===== config.mk =====
export PLATFORM = sky130hd
export DESIGN_NAME = pc_gen_ras
export DESIGN_NICKNAME = d
export VERILOG_FILES = /design/src/rtl/pc_pkg.sv /design/src/rtl/ras_stack.sv /design/src/rtl/pc_gen_ras.sv
export SDC_FILE = /design/constraint.sdc
export NUM_CORES = 1
export LEC_CHECK = 0
export CORE_AREA = 2 2 146 148
export DETAILED_ROUTE_END_ITERATION = 10
export DIE_AREA = 0 0 148 150
export PLACE_DENSITY = 0.69
export SETUP_SLACK_MARGIN = 0.02
export SYNTH_ARGS = -nofsm -noshare
export SYNTH_HDL_FRONTEND = slang
export SYNTH_SLANG_ARGS = --single-unit

===== constraint.sdc =====
create_clock -name i_clk -period 4.8 [get_ports i_clk]
set_input_delay 0.72 -clock i_clk [delete_from_list [all_inputs] [get_ports i_clk]]
set_output_delay 0.72 -clock i_clk [all_outputs]
set_load 0.02 [all_outputs]

===== src/rtl/pc_pkg.sv =====
// Shared types and default constants for the fetch-PC generator.
package pc_pkg;

    // Fetch sequencer states
    typedef enum logic [1:0] {
        PC_BOOT = 2'd0,
        PC_RUN  = 2'd1,
        PC_HALT = 2'd2
    } pc_state_e;

    // Defaults for the sequential step and the reset vector
    localparam int unsigned PC_INST_BYTES = 4;
    localparam logic [63:0] PC_RESET_VEC  = '0;

endpackage


===== src/rtl/ras_stack.sv =====
// Circular return-address stack. When full, a push overwrites the oldest entry.
// A push and a pop in the same cycle replace the top entry in place.
module ras_stack #(
    parameter int XLEN      = 32,
    parameter int RAS_DEPTH = 4,
    localparam int PTR_W    = $clog2(RAS_DEPTH),
    localparam int CNT_W    = PTR_W + 1
) (
    input  logic             i_clk,
    input  logic             i_rst_n,
    input  logic             i_clear,
    input  logic             i_push,
    input  logic             i_pop,
    input  logic [XLEN-1:0]  i_push_data,
    output logic [XLEN-1:0]  o_top,
    output logic             o_empty,
    output logic [CNT_W-1:0] o_count
);

    logic [XLEN-1:0]  mem [RAS_DEPTH];
    logic [PTR_W-1:0] top_ptr;
    logic [CNT_W-1:0] count;
    logic             pop_ok;
    logic [PTR_W-1:0] push_ptr;

    // A pop on an empty stack is ignored; push and pop together rewrite the top slot.
    assign pop_ok   = i_pop && (count != '0);
    assign push_ptr = pop_ok ? top_ptr : top_ptr + PTR_W'(1);

    // Top pointer and saturating occupancy count
    always_ff @(posedge i_clk or negedge i_rst_n) begin
        if (!i_rst_n) begin
            top_ptr <= '0;
            count   <= '0;
        end else if (i_clear) begin
            count <= '0;
        end else if (i_push && !pop_ok) begin
            top_ptr <= top_ptr + PTR_W'(1);
            if (count != CNT_W'(RAS_DEPTH))
                count <= count + CNT_W'(1);
        end else if (pop_ok && !i_push) begin
            top_ptr <= top_ptr - PTR_W'(1);
            count   <= count - CNT_W'(1);
        end
    end

    // Link-address storage; contents are only meaningful below the count
    always_ff @(posedge i_clk) begin
        if (i_push && !i_clear)
            mem[push_ptr] <= i_push_data;
    end

    assign o_top   = mem[top_ptr];
    assign o_empty = (count == '0);
    assign o_count = count;

endmodule


===== src/rtl/pc_gen_ras.sv =====
// Fetch-PC generator: boot/run/halt sequencing, mispredict flush, BTB redirect
// and return-address-stack prediction, all feeding one registered PC.
module pc_gen_ras
    import pc_pkg::*;
#(
    parameter int              XLEN       = 32,
    parameter logic [XLEN-1:0] RESET_VEC  = XLEN'(PC_RESET_VEC),
    parameter int              RAS_DEPTH  = 4,
    parameter int unsigned     INST_BYTES = PC_INST_BYTES,
    localparam int             CNT_W      = $clog2(RAS_DEPTH) + 1
) (
    input  logic             i_clk,
    input  logic             i_rst_n,
    input  logic             i_en_pc,
    input  logic             i_flush_valid,
    input  logic [XLEN-1:0]  i_flush_pc,
    input  logic             i_pred_taken,
    input  logic [XLEN-1:0]  i_pred_target,
    input  logic             i_is_call,
    input  logic             i_is_ret,
    input  logic             i_halt,
    output logic [XLEN-1:0]  o_pc,
    output logic             o_valid,
    output logic             o_ras_hit,
    output logic [CNT_W-1:0] o_ras_count
);

    pc_state_e       state, state_nxt;
    logic [XLEN-1:0] pc_q, pc_nxt, seq_pc, ras_top;
    logic            ras_push, ras_pop, ras_clear, ras_empty, ras_hit;
    logic            advance;

    assign seq_pc  = pc_q + XLEN'(INST_BYTES);
    assign advance = (state == PC_RUN) && i_en_pc;

    // Next state and next PC: flush, then hold, then RAS, then BTB, then sequential
    always_comb begin
        state_nxt = state;
        pc_nxt    = pc_q;
        ras_push  = 1'b0;
        ras_pop   = 1'b0;
        ras_clear = 1'b0;
        ras_hit   = 1'b0;
        if (i_flush_valid) begin
            pc_nxt    = i_flush_pc;
            ras_clear = 1'b1;
            state_nxt = PC_RUN;
        end else begin
            case (state)
                PC_BOOT: state_nxt = PC_RUN;
                PC_RUN:  if (i_halt) state_nxt = PC_HALT;
                PC_HALT: state_nxt = PC_HALT;
                default: state_nxt = PC_BOOT;
            endcase
            if (advance) begin
                ras_push = i_is_call;
                if (i_is_ret && !ras_empty) begin
                    pc_nxt  = ras_top;
                    ras_pop = 1'b1;
                    ras_hit = 1'b1;
                end else if (i_pred_taken) begin
                    pc_nxt = i_pred_target;
                end else begin
                    pc_nxt = seq_pc;
                end
            end
        end
    end

    // State and PC registers
    always_ff @(posedge i_clk or negedge i_rst_n) begin
        if (!i_rst_n) begin
            state <= PC_BOOT;
            pc_q  <= RESET_VEC;
        end else begin
            state <= state_nxt;
            pc_q  <= pc_nxt;
        end
    end

    ras_stack #(
        .XLEN      (XLEN),
        .RAS_DEPTH (RAS_DEPTH)
    ) u_ras (
        .i_clk       (i_clk),
        .i_rst_n     (i_rst_n),
        .i_clear     (ras_clear),
        .i_push      (ras_push),
        .i_pop       (ras_pop),
        .i_push_data (seq_pc),
        .o_top       (ras_top),
        .o_empty     (ras_empty),
        .o_count     (o_ras_count)
    );

    assign o_pc      = pc_q;
    assign o_valid   = (state == PC_RUN);
    assign o_ras_hit = ras_hit;

endmodule


Word-level counts from Yosys, hierarchy flattened

Memory sizes are Yosys's and may differ from the RTL's.
Cells that the tools add are included.

$add $sub $neg: 5
Equality and inequality tests: 5
Muxes and demuxes: 22
Bitwise gates (word level): 1
Reductions and logical operators: 18

Operators with widths:

| operator                                          | count |
|---|---|
| two-way mux 32 bit                                | 4 |
| adder 32 x 3 -> 32 bit (second input constant)    | 1 |
| two-way mux 3 bit                                 | 4 |
| two-way mux 2 bit                                 | 5 |
| two-way mux 1 bit                                 | 8 |
| logical AND 1 bit                                 | 6 |
| != test 3 bit (second input constant)             | 2 |
| case mux 2 bit (3 select lines)                   | 1 |
| nonzero test 3 bit                                | 2 |
| logical NOT 1 bit                                 | 4 |
| AND reduction 2 bit                               | 2 |
| nonzero test 2 bit                                | 2 |
| adder 3 x 1 -> 3 bit (second input constant)      | 1 |
| logical NOT 3 bit                                 | 1 |
| != test 3 x 2 -> 1 bit (second input constant)    | 1 |
| subtractor 3 x 1 -> 3 bit (second input constant) | 1 |
| adder 2 x 1 -> 2 bit (second input constant)      | 1 |
| == test 2 x 1 -> 1 bit (second input constant)    | 1 |
| == test 2 bit (second input constant)             | 1 |
| logical NOT 2 bit                                 | 1 |
| subtractor 2 x 1 -> 2 bit (second input constant) | 1 |
| inverter 1 bit                                    | 1 |

Register bits: 39
Bits in writable memories: 128
Input port bits: 72
Output and inout port bits: 37
Word-level logic and storage cells: 56
Memories kept: 1

Memory list:

| memory    | words | width | rd ports | clocked after memory_dff | wr ports | line            | text |
|---|---|---|---|---|---|---|---|
| u_ras.mem | 4     | 32    | 1        | 0                        | 1        | ras_stack.sv:20 | `logic [XLEN-1:0] mem [RAS_DEPTH];` |

Longest topological paths before layout

Gate-level depths: netlist of run 1.

Depth in word-level cells: 11
Gate-level depth with buffers: 12
Gate-level depth less buffers: 12

By module

Synthesis of run 1 repeated with hierarchy kept, for this count alone.

Cell total of the unflattened synthesis: 612
Area, all modules: 8097.8 um^2

Modules (own cells, without submodules):

| module     | instances | cells an instance | area each (um^2) | sequential area each (um^2) |
|---|---|---|---|---|
| ras_stack  | 1         | 216               | 5041.1           | 3968.8 |
| pc_gen_ras | 1         | 396               | 3056.7           | 850.8 |

Worst setup path after synthesis of run 1

Ideal clock, no wire load.

Path kind: input to register
From: in i_is_ret
To: mem u_ras.mem[1][0], enable pin
Library setup time: 0.468 ns
Data arrival time: 3.983 ns
Data required time: 4.332 ns
Slack: 0.349 ns
Cell stages on the path: 5
Buffers on the path: 2
Cell sequence: o31a_1 > clkbuf_1 > buf_1 > xnor2_1 > nor3b_1

Longest elaborated chain between the ends: 6

RTL lines:

| what              | line             | text |
|---|---|---|
| from (decl)       | pc_gen_ras.sv:20 | `input logic i_is_ret,` |
| logical AND 1 bit | pc_gen_ras.sv:57 | `if (i_is_ret && !ras_empty) begin` |
| two-way mux 1 bit | pc_gen_ras.sv:57 |  |
| two-way mux 1 bit | pc_gen_ras.sv:55 | `if (advance) begin` |
| two-way mux 1 bit | pc_gen_ras.sv:44 | `if (i_flush_valid) begin` |
| logical AND 1 bit | ras_stack.sv:27  | `assign pop_ok = i_pop && (count != '0);` |
| two-way mux 2 bit | ras_stack.sv:28  | `assign push_ptr = pop_ok ? top_ptr : top_ptr + PTR_W'(1);` |
| to (decl)         | ras_stack.sv:20  |  |

Every way passes these cells.

Worst setup path after layout of run 1

From: in i_en_pc
To: out o_ras_hit

Longest elaborated chain between the ends: 3

RTL lines:

| what              | line             | text |
|---|---|---|
| from (decl)       | pc_gen_ras.sv:14 | `input logic i_en_pc,` |
| logical AND 1 bit | pc_gen_ras.sv:34 | `assign advance = (state == PC_RUN) && i_en_pc;` |
| two-way mux 1 bit | pc_gen_ras.sv:55 |  |
| two-way mux 1 bit | pc_gen_ras.sv:44 |  |
| to (decl)         | pc_gen_ras.sv:24 | `output logic o_ras_hit,` |

Every way passes these cells.

==> metrics.md, run 1 <==
| Metric | Value |
|---|---|
| Worst R2R Path Depth | 13 |
| N_diodes | 0 |
| Clock tree buffer depth | 2 |
| Die height | 150 um |
| CTS tree | built |
| Clock-pin slew on the worst setup and hold paths | 0.07 ns |
| Largest stage delay, worst path | 0.75 ns |
| Synth warn | 0 |
| FMAX | 250 MHz |
| Cell Pwr Density | 450 nW/um2 |
| Vias per std cell | 5.72 |
| Most used DFF post-synth | edfxtp_1 |
| # Post-CTS Setup Buffers | 0 |
| #FFs+latches synth | 167 |
| Xor/xnor share of the synthesized area | 2.97% |
| Highest-delay cell along the critical path | nor2_1 |
| Vias | 5637 |
| Top area cells in the synthesized netlist | edfxtp_1 48%, dfrtp_1 12%, mux4_2 9.1% |
| Accumulated negative setup slack | 0 ns |
| Max cap viols | 0 |
| DIE AREA | 22200 um2 |
| Wl on met1 | 8680 um |
| Actual slew at the worst max-slew pin | 1.12 ns |
| Main combinational cell family by area after synthesis | simple AND/OR/NAND/NOR gates |
| Final setup fails | 0 |
| Fillers | 1800 |
| Sink Count | 167 |
| Nets | 775 |
| # port buffers | 108 |
| Antenna viol nets, final | 0 |
| Layout area overhead | 24.8% |
| Crit. End Element | output pin |
| RSZ-0062 raised after global routing | no |
| Final worst path period share | 83.5% |
| DR top layer | met4 |
| Mapped Area | 7960 um2 |
| Mux contribution to synthesized area | 10.2% |
| Synth area leader | edfxtp_1 |
| Reg-to-reg startpoint | state[1] |
| Pleak | 3.43 nW |
| WL met2 | 10300 um |
| Synthesized Nets | 677 |
| Global-route wire length before repair | 32800 um |
| R2r endpoint | u_ras.o_count[2] |
| Post-synth cell types | 63 |
| Simple-gate share of the synthesized area | 12.6% |
| Worst skew pair latency | 0.43 ns |
| WP data arrival | 3.29 ns |
| Antenna violations before repair | 0 |
| Number of global-route vias before repair | 5814 |
| Hold buffers post-CTS | 0 |
| Top delay family on crit path | buffers and inverters |
| WL/cell | 21.6 um |
| Routed WL | 21300 um |
| Core box area | 20700 um2 |
| Worst setup margin | 0.793 ns |
| CP Cell Sequence | clkdlybuf4s50_1 > nand2_1 > buf_4 > nor2_1 > nand2_1 > inv_1 > clkdlybuf4s50_1 |
| Worst slew margin | 25.1% |
| PostCTS Resize Cnt | 0 |
| GRT Overall Usage | 19.8% |
| Max Clock Skew | 0.0103 ns |
| Clock root buffer | clkbuf_16 |
| Largest net degree at the start of global routing | 59 |
| CTS Buf Count | 17 |
| Layout cells sized above 1 | 13.2% |
| Final min period | 4.01 ns |
| Cells after synthesis | 599 |
| Drt drc | 0 |
| HPWL Detailed | 14100 um |
| Count of pins over their slew limit | 0 |
| Fraction of registers with async set/reset | 23.4% |
| Pre-CTS setup slack | 0.826 ns |
| Chip Width | 148 um |
| Sequential share of the synthesized area | 60.6% |
| Core Util, Final | 48.0% |
| GRT overflow | 0 |
| CP required | 4.08 ns |
| R2R Setup Slk | 1.36 ns |
| Gp weighted congestion | 0.855 |
| Buf/Inv on CP | 4 |
| Complex-gate fraction of the synthesized area | 9.73% |
| Iter 0 DRT Violations | 531 |
| DRT Pass-1 Iters | 5 |
| Met3 wire length | 1660 um |
| Adder-cell share of the synthesized area | 1.04% |
| Critical path class | input pin to output pin |
| Final Hold Viols | 0 |
| Post-Syn Area per Cell | 13.3 um2 |
| IR Drop Worst-Case VDD | 0.250 mV |
| EDFF count, synth | 128 |
| # IOs | 109 |
| Worst min-delay path class | input pin to async pin |
| CP Launch Type | input pin |
| # rows | 53 |
| Status | complete, no violations |
| H-tree Lvls | 4 |
| Starting density of the core | 38.5% |
| CP Max Fanout | 22 |
| Yosys top cell area share | 48.3% |
==> logic make-up (layout without fill, tap and decap cells) <==
| kind of cell | after synthesis | after routing |
|---|---|---|
| AND/OR/NAND/NOR | 190 | 190 |
| flip-flops | 167 | 167 |
| AO/OA/AOI/OAI | 112 | 112 |
| buffers and inverters | 56 | 167 |
| multiplexers | 41 | 41 |
| XOR/XNOR | 27 | 27 |
| adder cells (fa/ha/maj) | 6 | 6 |
==> synthesized netlist by cell type (4+ instances only) <==
| master | count |
|---|---|
| and3_1 | 5 |
| clkbuf_1 | 26 |
| a22oi_1 | 10 |
| nand2b_1 | 5 |
| nor3b_1 | 7 |
| nor4_1 | 8 |
| a221o_1 | 5 |
| nand2_1 | 56 |
| buf_2 | 6 |
| xor2_1 | 12 |
| xnor2_1 | 15 |
| and4_1 | 4 |
| mux4_2 | 32 |
| o221ai_1 | 6 |
| o211ai_1 | 10 |
| nand4_1 | 7 |
| nand3b_1 | 9 |
| or2_2 | 4 |
| o21ai_0 | 24 |
| a31o_2 | 4 |
| a21oi_1 | 22 |
| edfxtp_1 | 128 |
| inv_1 | 17 |
| mux2i_1 | 9 |
| dfrtp_1 | 39 |
| ha_1 | 5 |
| nand3_1 | 19 |
| or3_1 | 6 |
| nor3_1 | 18 |
| nor2_1 | 27 |
==> through the flow <==
stage                     cells  hold WS [ns]  power [W]  cell area (um2)
after floorplan             599         0.424    0.00263             7960
after global placement      953         0.545    0.00301             9310
after detailed placement    953         0.548    0.00304             9310
after CTS                   985         0.493    0.00449             9940
after global routing        985         0.525    0.00465             9940
final                       985         0.471    0.00447             9940
==> cell usage in the layout, fill, tap and decap left out, types with 17 or more instances in the layout <==
cell / synthesis / layout
clkdlybuf4s50_1: 0 / 105
dfrtp_1: 39 / 38
inv_1: 17 / 17
mux4_2: 32 / 32
nor3_1: 18 / 18
nand3_1: 19 / 19
clkbuf_16: 0 / 17
a21oi_1: 22 / 20
nor2_1: 27 / 27
o21ai_0: 24 / 24
nand2_1: 56 / 56
edfxtp_1: 128 / 128
==> report_power, final <==
group,switching [W],total [W],leakage (nW),internal (W)
Sequential,0.000189,0.00191,1.64,0.00172
Clock,0.000552,0.00145,0.302,0.000900
Combinational,0.000567,0.00111,1.49,0.000542
==> how the worst max path moves through the flow <==
| stage | start | slack [ns] | end | cells after the start |
|---|---|---|---|---|
| final | i_en_pc | 0.79 | o_ras_hit | 7 |
| after global routing | i_en_pc | 0.64 | o_ras_hit | 7 |
| after CTS | i_en_pc | 0.82 | o_ras_hit | 7 |
| after detailed placement | i_en_pc | 0.83 | o_ras_hit | 7 |
| after global placement | i_en_pc | 0.96 | o_ras_hit | 7 |
| after floorplan | i_is_ret | 0.35 | u_ras.mem[1][0] | 5 |
==> layout make-up <==
class                   count  area (um2)  share of cell area [%]
inverters                  17        63.8                   0.642
repair buffers            118        1140                    11.5
multi-input cells         376        2940                    29.5
clock inverters            11         170                    1.71
clock buffers              21         460                    4.63
well taps                 275         344                    3.46
flip-flops and latches    167        4820                    48.5
==> flip-flops by register name (all words and copies together), names as in the netlist <==
register       count
o_pc              32
state              2
u_ras.mem        128
u_ras.o_count      3
u_ras.top_ptr      2
==> metal layers <==
metal  GRT usage, %  vias to the layer above
met5              0                        -
li1               -                     2520
met1           25.7                     2799
met4           8.86                        0
met2           32.0                      272
met3           4.18                       46
Note: power is estimated with default switching activity, not from simulation.
==> run 2, diff against run 1 <==
--- a/config.mk
+++ b/config.mk
@@ -8,7 +8,7 @@
 export CORE_AREA = 2 2 146 148
 export DETAILED_ROUTE_END_ITERATION = 10
 export DIE_AREA = 0 0 148 150
-export PLACE_DENSITY = 0.69
+export PLACE_DENSITY = 0.71
 export SETUP_SLACK_MARGIN = 0.02
 export SYNTH_ARGS = -nofsm -noshare
 export SYNTH_HDL_FRONTEND = slang
==> constraint.sdc (replaced) <==
create_clock -name i_clk -period 3.5 [get_ports i_clk]
set_input_delay 0.525 -clock i_clk [delete_from_list [all_inputs] [get_ports i_clk]]
set_output_delay 0.525 -clock i_clk [all_outputs]
set_load 0.02 [all_outputs]
==> metrics.md, run 2 (synthesized netlist as in run 1, its figures left out) <==
| Metric | Value |
|---|---|
| Status | complete, no violations (unchanged) |
| Combinational share of power | 24.6% (was 24.8%) |
| Most common cell after layout, fill and taps aside | edfxtp_1 (unchanged) |
| Die height | 150 um (unchanged) |
| Worst setup margin | 0.526 ns (was 0.793 ns) |
| WL/cell | 21.9 um (was 21.6 um) |
| Iter 0 DRT Violations | 566 (was 531) |
| Global-route wire length before repair | 32800 um (about the same) |
| Max Clock Skew | 0.00831 ns (was 0.0103 ns) |
| Largest net degree at the start of global routing | 59 (unchanged) |
| Chip Width | 148 um (unchanged) |
| Vias | 5717 (was 5637) |
| Clk pwr share | 33.1% (was 32.5%) |
| Gp weighted congestion | 0.879 (was 0.855) |
| # Post-CTS Setup Buffers | 0 (unchanged) |
| DIE AREA | 22200 um2 (unchanged) |
| Worst min-delay path class | input pin to async pin (unchanged) |
| Core box area | 20700 um2 (unchanged) |
| Pre-CTS setup slack | 0.436 ns (was 0.826 ns) |
| CTS tree | built (unchanged) |
| Count of pins over their slew limit | 0 (unchanged) |
| Clock root buffer | clkbuf_16 (unchanged) |
| Antenna viol nets, final | 0 (unchanged) |
| Layout cells sized above 1 | 14.5% (was 13.2%) |
| Sink Count | 167 (unchanged) |
| Commonest cells after routing, fill and taps aside | 128 x edfxtp_1, 105 x clkdlybuf4s50_1, 56 x nand2_1 (unchanged) |
| Layout area overhead | 26.6% (was 24.8%) |
| Clock tree buffer depth | 2 (unchanged) |
| H-tree Lvls | 4 (unchanged) |
| # rows | 53 (unchanged) |
| Starting density of the core | 38.5% (unchanged) |
| Critical path class | input pin to output pin (unchanged) |
| Final setup fails | 0 (unchanged) |
| Routed WL | 21800 um (was 21300 um) |
| Worst slew margin | 29.1% (was 25.1%) |
| P_int | 0.00446 W (was 0.00316 W) |
| Actual slew at the worst max-slew pin | 1.06 ns (was 1.12 ns) |
| Pleak | 3.50 nW (was 3.43 nW) |
| GRT Overall Usage | 20.0% (was 19.8%) |
| HPWL Detailed | 14700 um (was 14100 um) |
| Max cap viols | 0 (unchanged) |
| IR Drop Worst-Case VDD | 0.330 mV (was 0.250 mV) |
| Clock-pin slew on the worst setup and hold paths | 0.06 ns (was 0.07 ns) |
| Final Hold Viols | 0 (unchanged) |
| Fillers | 1798 (was 1800) |
| Antenna violations before repair | 0 (unchanged) |
| # IOs | 109 (unchanged) |
| Worst skew pair latency | 0.44 ns (was 0.43 ns) |
| PostCTS Resize Cnt | 0 (unchanged) |
| Psw | 0.00183 W (was 0.00131 W) |
| Crit. End Element | output pin (unchanged) |
| Hold buffers post-CTS | 0 (unchanged) |
| Drt drc | 0 (unchanged) |
| Accumulated negative setup slack | 0 ns (unchanged) |
| DRT Pass-1 Iters | 5 (unchanged) |
| CP required | 2.97 ns (was 4.08 ns) |
| Final min period | 2.97 ns |
| Cell Pwr Density | 625 nW/um2 (was 450 nW/um2) |
| Sw frac | 29.1% (was 29.3%) |
| CTS Buf Count | 17 (unchanged) |
| GRT overflow | 0 (unchanged) |
| Number of global-route vias before repair | 5647 (was 5814) |
| Number of flip-flops in the largest register | 128 (unchanged) |
| N_diodes | 0 (unchanged) |
| Sequential power share | 42.3% (was 42.7%) |
| # port buffers | 108 (unchanged) |
| RSZ-0062 raised after global routing | no (unchanged) |
| CP Max Fanout | 9 (was 22) |
| Vias per std cell | 5.76 (was 5.72) |
| Nets | 783 (was 775) |
| Largest Register | u_ras.mem (unchanged) |
| CP Launch Type | input pin (unchanged) |
| Final worst path period share | 85.0% |
| Total power | 0.00630 W (was 0.00447 W) |
| FMAX | 336 MHz |
| Worst R2R Path Depth | 5 (was 13) |
| WP data arrival | 2.45 ns (was 3.29 ns) |
==> run 2: cell count changes in the layout (fill, tap and decap cells not counted) <==
| cell | change |
|---|---|
| clkinv_4 | +2 |
| a21oi_4 | +2 |
| clkbuf_8 | +1 |
| a21oi_2 | -2 |
| buf_12 | +2 |
| clkbuf_1 | -1 |
| clkinv_1 | -1 |
| nor3b_2 | -1 |
| buf_4 | +6 |
| inv_6 | -2 |
| bufinv_16 | +1 |
| nor3b_4 | +1 |
==> run 2: metrics by stage <==
| stage | cells | cell area (um2) | hold slack [ns] | utilization (%) |
|---|---|---|---|---|
| global route | 993 | 10100 | 0.353 | 48.7 |
| floorplan | 599 | 7970 | 0.229 | - |
| global placement | 961 | 9410 | 0.559 | 45.5 |
| finish | 993 | 10100 | 0.268 | 48.7 |
| detailed placement | 961 | 9410 | 0.560 | 45.5 |
| CTS | 993 | 10100 | 0.294 | 48.7 |
==> run 2: critical path: stages <==
cell             delay (ns)
clkdlybuf4s50_1        0.52
o31a_1                 0.43
nand2_1                0.25
inv_1                  0.11
clkdlybuf4s50_1        0.61
==> run 2: layout make-up <==
| type | count | area, um2 | share of cell area [%] |
|---|---|---|---|
| Clock buffer | 21 | 470 | 4.67 |
| Clock inverter | 11 | 196 | 1.95 |
| Inverter | 17 | 63.8 | 0.633 |
| Multi-Input combinational cell | 376 | 2960 | 29.3 |
| Sequential cell | 167 | 4820 | 47.8 |
| Tap cell | 275 | 344 | 3.41 |
| Timing Repair Buffer | 126 | 1230 | 12.2 |
==> run 2: metal layers <==
layer	part of all wire, %	wire length (um)	vias up	GRT usage [%]
met3	7.4	1620	43	3.96
li1	-	-	2538	-
met4	2.9	624	0	8.67
met2	49	10800	277	33.1
met1	40	8790	2859	25.8
met5	0	0	-	0
==> run 2: final timing paths <==
kind	startpoint	end	slack [ns]
max	i_is_ret	o_ras_hit	0.53
min	i_rst_n	o_pc[0]	0.27
max reg2reg	o_pc[2]	u_ras.mem[1][30]	0.79
min reg2reg	o_pc[1]	u_ras.mem[3][1]	0.58
max in group asynchronous	i_rst_n	u_ras.top_ptr[0]	2.54
min in group i_clk	o_pc[1]	u_ras.mem[3][1]	0.58
==> run 2: power groups by stage <==
stage               registers [W]  clock network, W  logic [W]
detailed placement        0.00270                 0    0.00154
finish                    0.00266           0.00209    0.00155
global route              0.00269           0.00219    0.00166
CTS                       0.00266           0.00210    0.00155
global placement          0.00269                 0    0.00151
floorplan                 0.00258                 0    0.00102
